===== src/rtl/mem_port_arbiter_pkg.sv =====
// Shared CPU package: control-unit phase encoding and memory-port arbiter types.
// Imported by the arbiter top module and its timeout counter.
package mem_port_arbiter_pkg;

  typedef enum logic [1:0] {
    CU_FETCH     = 2'd0,
    CU_DECODE    = 2'd1,
    CU_EXECUTE   = 2'd2,
    CU_WRITEBACK = 2'd3
  } cu_state_t;

  typedef enum logic [1:0] {
    IDLE    = 2'd0,
    BUSY_IF = 2'd1,
    BUSY_DM = 2'd2,
    DONE    = 2'd3
  } arb_state_t;

  typedef enum logic {
    OWN_IF = 1'b0,
    OWN_DM = 1'b1
  } owner_t;

  localparam int unsigned ARB_TIMER_W = 8;

  // Round-robin preference: the requester that did not win last time.
  function automatic owner_t rr_winner(input owner_t last_owner);
    rr_winner = (last_owner == OWN_DM) ? OWN_IF : OWN_DM;
  endfunction

endpackage


===== src/rtl/mem_port_arbiter_timer.sv =====
// Saturating wait counter for the arbiter's BUSY states.
// expired flags the enabled cycle whose increment brings the count up to TIMEOUT.
module mem_arb_timer
  import mem_port_arbiter_pkg::*;
#(
  parameter int unsigned TIMEOUT = 15
) (
  input  logic clk,
  input  logic rst,
  input  logic clear,
  input  logic enable,
  output logic expired
);

  localparam logic [ARB_TIMER_W-1:0] LIMIT   = ARB_TIMER_W'(TIMEOUT);
  localparam logic [ARB_TIMER_W-1:0] SAT_MAX = {ARB_TIMER_W{1'b1}};

  logic [ARB_TIMER_W-1:0] count_q;
  logic [ARB_TIMER_W-1:0] count_d;

  always_comb begin
    if (clear) begin
      count_d = {ARB_TIMER_W{1'b0}};
    end else if (enable && (count_q != SAT_MAX)) begin
      count_d = count_q + {{(ARB_TIMER_W-1){1'b0}}, 1'b1};
    end else begin
      count_d = count_q;
    end
  end

  always_ff @(posedge clk or posedge rst) begin
    if (rst) begin
      count_q <= {ARB_TIMER_W{1'b0}};
    end else begin
      count_q <= count_d;
    end
  end

  assign expired = enable && !clear && (count_d == LIMIT);

endmodule


===== src/rtl/mem_port_arbiter.sv =====
// Round-robin arbiter sharing the CPU's single memory port between instruction
// fetch and data access, with registered port outputs and a response timeout.
module mem_port_arbiter
  import mem_port_arbiter_pkg::*;
#(
  parameter int unsigned ADDR_W  = 16,
  parameter int unsigned DATA_W  = 16,
  parameter int unsigned TIMEOUT = 15
) (
  input  logic              clk,
  input  logic              rst,
  input  logic              if_req,
  input  logic [ADDR_W-1:0] if_addr,
  output logic              if_ack,
  output logic [DATA_W-1:0] if_rdata,
  input  logic              dm_req,
  input  logic              dm_we,
  input  logic [ADDR_W-1:0] dm_addr,
  input  logic [DATA_W-1:0] dm_wdata,
  output logic              dm_ack,
  output logic [DATA_W-1:0] dm_rdata,
  output logic              err,
  output logic              mem_req,
  output logic              mem_we,
  output logic [ADDR_W-1:0] mem_addr,
  output logic [DATA_W-1:0] mem_wdata,
  input  logic              mem_ack,
  input  logic [DATA_W-1:0] mem_rdata,
  output logic              owner,
  output logic              busy
);

  arb_state_t        state_q, state_d;
  owner_t            last_owner_q, last_owner_d;
  owner_t            owner_q, owner_d;
  logic              mem_req_q, mem_req_d;
  logic              mem_we_q, mem_we_d;
  logic [ADDR_W-1:0] mem_addr_q, mem_addr_d;
  logic [DATA_W-1:0] mem_wdata_q, mem_wdata_d;
  logic              if_ack_q, if_ack_d;
  logic              dm_ack_q, dm_ack_d;
  logic [DATA_W-1:0] if_rdata_q, if_rdata_d;
  logic [DATA_W-1:0] dm_rdata_q, dm_rdata_d;
  logic              err_q, err_d;
  logic              busy_q, busy_d;
  logic              timer_clr;
  logic              timer_en;
  logic              timer_expired;

  mem_arb_timer #(.TIMEOUT(TIMEOUT)) u_timer (
    .clk     (clk),
    .rst     (rst),
    .clear   (timer_clr),
    .enable  (timer_en),
    .expired (timer_expired)
  );

  always_comb begin
    state_d      = state_q;
    last_owner_d = last_owner_q;
    owner_d      = owner_q;
    mem_req_d    = mem_req_q;
    mem_we_d     = mem_we_q;
    mem_addr_d   = mem_addr_q;
    mem_wdata_d  = mem_wdata_q;
    if_rdata_d   = if_rdata_q;
    dm_rdata_d   = dm_rdata_q;
    if_ack_d     = 1'b0;
    dm_ack_d     = 1'b0;
    err_d        = 1'b0;
    timer_clr    = 1'b0;
    timer_en     = 1'b0;

    case (state_q)
      IDLE: begin
        if (if_req && (!dm_req || (rr_winner(last_owner_q) == OWN_IF))) begin
          state_d      = BUSY_IF;
          owner_d      = OWN_IF;
          last_owner_d = OWN_IF;
          mem_req_d    = 1'b1;
          mem_we_d     = 1'b0;
          mem_addr_d   = if_addr;
          mem_wdata_d  = {DATA_W{1'b0}};
          timer_clr    = 1'b1;
        end else if (dm_req) begin
          state_d      = BUSY_DM;
          owner_d      = OWN_DM;
          last_owner_d = OWN_DM;
          mem_req_d    = 1'b1;
          mem_we_d     = dm_we;
          mem_addr_d   = dm_addr;
          mem_wdata_d  = dm_wdata;
          timer_clr    = 1'b1;
        end else begin
          state_d = IDLE;
        end
      end
      BUSY_IF, BUSY_DM: begin
        timer_en = 1'b1;
        // A real acknowledge wins over a timeout landing in the same cycle.
        if (mem_ack || timer_expired) begin
          state_d   = DONE;
          mem_req_d = 1'b0;
          err_d     = !mem_ack;
          if (state_q == BUSY_IF) begin
            if_ack_d   = 1'b1;
            if_rdata_d = mem_ack ? mem_rdata : {DATA_W{1'b0}};
          end else begin
            dm_ack_d   = 1'b1;
            dm_rdata_d = mem_ack ? mem_rdata : {DATA_W{1'b0}};
          end
        end else begin
          state_d = state_q;
        end
      end
      DONE: begin
        state_d = IDLE;
      end
      default: begin
        state_d   = IDLE;
        mem_req_d = 1'b0;
      end
    endcase

    busy_d = (state_d != IDLE);
  end

  always_ff @(posedge clk or posedge rst) begin
    if (rst) begin
      state_q      <= IDLE;
      last_owner_q <= OWN_DM;
      owner_q      <= OWN_IF;
      mem_req_q    <= 1'b0;
      mem_we_q     <= 1'b0;
      mem_addr_q   <= {ADDR_W{1'b0}};
      mem_wdata_q  <= {DATA_W{1'b0}};
      if_ack_q     <= 1'b0;
      dm_ack_q     <= 1'b0;
      if_rdata_q   <= {DATA_W{1'b0}};
      dm_rdata_q   <= {DATA_W{1'b0}};
      err_q        <= 1'b0;
      busy_q       <= 1'b0;
    end else begin
      state_q      <= state_d;
      last_owner_q <= last_owner_d;
      owner_q      <= owner_d;
      mem_req_q    <= mem_req_d;
      mem_we_q     <= mem_we_d;
      mem_addr_q   <= mem_addr_d;
      mem_wdata_q  <= mem_wdata_d;
      if_ack_q     <= if_ack_d;
      dm_ack_q     <= dm_ack_d;
      if_rdata_q   <= if_rdata_d;
      dm_rdata_q   <= dm_rdata_d;
      err_q        <= err_d;
      busy_q       <= busy_d;
    end
  end

  assign mem_req   = mem_req_q;
  assign mem_we    = mem_we_q;
  assign mem_addr  = mem_addr_q;
  assign mem_wdata = mem_wdata_q;
  assign if_ack    = if_ack_q;
  assign dm_ack    = dm_ack_q;
  assign if_rdata  = if_rdata_q;
  assign dm_rdata  = dm_rdata_q;
  assign err       = err_q;
  assign owner     = owner_q;
  assign busy      = busy_q;

endmodule


===== config.mk =====
export PLATFORM = sky130hd
export DESIGN_NAME = mem_port_arbiter
export DESIGN_NICKNAME = d
export VERILOG_FILES = /design/src/rtl/mem_port_arbiter_pkg.sv /design/src/rtl/mem_port_arbiter_timer.sv /design/src/rtl/mem_port_arbiter.sv
export SDC_FILE = /design/constraint.sdc
export NUM_CORES = 1
export LEC_CHECK = 0
export ABC_AREA = 1
export CAP_MARGIN = 40
export CORE_UTILIZATION = 30
export DETAILED_ROUTE_END_ITERATION = 8
export HOLD_SLACK_MARGIN = 0.05
export PLACE_DENSITY = 0.59
export SLEW_MARGIN = 10
export SYNTH_ARGS = -nofsm -noshare
export SYNTH_HDL_FRONTEND = slang
export SYNTH_SLANG_ARGS = --single-unit

===== constraint.sdc =====
create_clock -name clk -period 3.6 [get_ports clk]
set_input_delay 0.54 -clock clk [delete_from_list [all_inputs] [get_ports clk]]
set_output_delay 0.54 -clock clk [all_outputs]
set_load 0.005 [all_outputs]

==> qor.yml <==
status:
  status: "complete, no violations"
power:
  p_int_uw: 2840
  leakagePower_uw: 0.00248
  power_frac_comb_pct: 42.4
  p_switching_uw: 1430
  powerDensity_nw_per_um2: 791
  pwr-share-clk_pct: 21.7
  finalPower_uw: 4270
  p_sw_share_pct: 33.5
  ir_worst_vdd_mv: 0.312
  power_frac_seq_pct: 35.9
route:
  first_pass_iters: 4
  drc: 0
  drt_iter0_drc: 107
  vias: 3193
  postRouteAntennaNets: 0
  totalWireLength_mm: 9.57
  viasPerCell: 4.77
  wl_per_cell_um: 14.3
min_path:
  whs_path_depth: 2
  hold_end: "if_rdata[3]$_DFFE_PP0P_"
  hold_start: "if_rdata[3]$_DFFE_PP0P_"
  hold_path_class: "reg2reg"
critical_path:
  crit_chain: "clkdlybuf4s50_1 -> o21ai_4 -> inv_2 -> nor2_1 -> nand2_1 -> nor2_2 -> nand3_2 -> nand2_4 -> nand3_4 -> nand2_1 -> nand2_1"
  cp.buffers_inverters: 2
  r2r-end: "if_rdata[8]$_DFFE_PP0P_"
  critPathKind: "in2reg"
  critPathLaunchType: "primary input"
  cpPeakStageDelay_ns: 0.50
  cp_common_cell: "nand2_1"
  crit_family: "simple AND/OR/NAND/NOR gates"
  r2r-start: "state_q[0]$_DFF_PP0_"
  cp.arrival_ns: 2.77
  critical_path.endpoint_type: "register"
  regToRegSetupSlack_ns: 1.10
  rr_worst_depth: 13
  required_ns: 3.82
  crit_fanout: 20
  slowest_stage: "o21ai_4"
timing:
  finalSetupViolations: 0
  post-route-min-period_ns: 2.55
  rsz0062_at_grt: "no"
  finalClockSkew_ns: 0.0104
  clock.fmax_mhz: 392
  fin_crit_sh_pct: 70.9
  hold_ws_ns: 0.471
  fin_ws_ns: 1.05
  setup_tns_ns: 0
  hold_viol: 0
  drv_slew: 0
  max-slew-margin-rel_pct: 49.9
  worst_pin_slew_ns: 0.751
synth:
  ys_dominant_reg_cell: "dfrtp_1"
  synth_edf_count: 0
  ys_seq_area_share_pct: 57.7
  synth_warnings: 0
  ys_top_cells_by_count: "nand2_1 (102), dfrtp_1 (81), nor2_1 (32)"
  synth_area_leaders: "dfrtp_1 (57%), nand2_1 (11%), a22o_1 (4.2%)"
  synth_cells: 385
  syn-cell-area_um2: 3560
  synth-seq-cells: 82
  synth.distinct_cells: 27
  synth_most_common_cell: "nand2_1"
  yosys.area.top_type: "dfrtp_1"
  syn_area_per_cell_um2: 9.24
  synthArstFlopShare_pct: 100
  synth_nets: 460
  synth_top_area_share_pct: 57.0
placed_design:
  dpl.hpwl_mm: 6.79
  portBuffers: 140
  gp_congestion: 0.773
  post_dp_cell_area_um2: 5090
  pre_cts_ws_ns: 0.705
clock_network:
  cts.repair.resized: 0
  clkSinkCount: 82
  clk_pin_slew_ns: 0.06
  cts-root-buf: "clkbuf_16"
  cts_buffers: 9
  clk_path_buf_depth: 2
  cts_htree_levels: 3
  cts_hold_buf: 0
  cts_setup_buffers: 0
  insertion_delay_ns: 0.33
  cts_tree: "done"
finish:
  fill_cells: 1107
  fin_nets: 597
  antennaDiodeCount: 0
  fin_area_um2: 5400
  drive_gt1_share_pct: 7.59
  area_growth_syn_to_layout_pct: 51.8
floorplanning:
  die_width_um: 111
  start_util_pct: 31.0
  io_pins: 141
  die_area_um2: 12300
  core-area_um2: 11500
  die_y_um: 111
  rows: 39
global_route:
  grt_overflow: 0
  track_usage_pct: 16.4
  grt_pass1_wl_mm: 16.1
  grt_max_degree: 43
  grt_pass1_vias: 3344
  antenna_found_initial: 0
flow_run:
  cap_violations: 0
-- cells in the final DEF, fill, tap and decap left out, types with 5 or more instances in the layout --
cell type / instances
nand2_1: 102
clkdlybuf4s50_1: 140
inv_1: 20
nand4_1: 17
dfrtp_1: 81
a22o_1: 17
o22ai_1: 7
o21ai_0: 23
nand3_1: 27
clkbuf_16: 9
ha_1: 5
a21oi_1: 6
nor2_1: 32
nor3_1: 8
nor2_2: 6
buf_4: 7
-- per-layer routing --
metal  vias to the layer above  global-route usage [%]  routed length (um)
met5                         -                       0                   0
met4                         0                    6.40                  82
met1                      1513                    22.0                4540
met3                         8                    4.98                 669
met2                       118                    24.9                4280
li1                       1554                       -                   -
-- worst min-delay path: stages, from the launching register on --
cell and delay, ns:
dfrtp_1 0.34, nand2_1 0.05, nand2_1 0.04
-- flip-flops by register name, indices dropped and copies added (netlist names), 2 cells and up --
register / count
state_q: 2
if_rdata: 16
dm_rdata: 16
mem_addr: 16
mem_wdata: 16
u_timer.count_q: 8
-- stage by stage --
step / cells / util, %
2_1_floorplan: 385 / -
3_3_place_gp: 653 / 44.4
3_5_place_dp: 654 / 44.4
4_1_cts: 670 / 47.1
5_1_grt: 670 / 47.1
6_report: 670 / 47.1
-- worst max path at each step --
stage          startpoint                        to  slack (ns)  cells after the start
4_1_cts            dm_req   if_rdata[8]$_DFFE_PP0P_        1.05                     11
3_3_place_gp       dm_req  mem_addr[15]$_DFFE_PP0N_        0.42                      6
5_1_grt            dm_req   if_rdata[6]$_DFFE_PP0P_        0.72                     11
3_5_place_dp       dm_req   if_rdata[8]$_DFFE_PP0P_        0.70                     11
2_1_floorplan         rst            busy$_DFF_PP0_        0.95                      1
6_report           dm_req   if_rdata[8]$_DFFE_PP0P_        1.05                     11
-- final cells by class --
cell class | instances | area [um^2] | area share (%)
sequential | 82 | 2050 | 38.0
timing repair buffer | 147 | 1450 | 26.9
multi-input combinational | 258 | 1320 | 24.4
clock buffer | 10 | 239 | 4.43
tap | 143 | 179 | 3.31
inverter | 24 | 91.3 | 1.69
clock inverter | 6 | 65.1 | 1.21
-- logic make-up (layout without fill, tap and decap cells) --
logic type	count (synthesis)	after routing	synth area share, %
AO/OA/AOI/OAI	54	54	9.74
adder cells (fa/ha/maj)	5	5	1.76
buffers and inverters	45	187	5.45
flip-flops	82	82	57.7
AND/OR/NAND/NOR	199	199	25.3
-- power by group through the flow --
stage	sequential (uW)	clock, uW	combinational (uW)
after floorplan	1540	0	813
after global placement	1540	0	1800
after detailed placement	1530	0	1840
after CTS	1540	948	1840
after global routing	1580	988	2010
final	1530	924	1810
No activity file was read; power rests on OpenSTA's default activity.
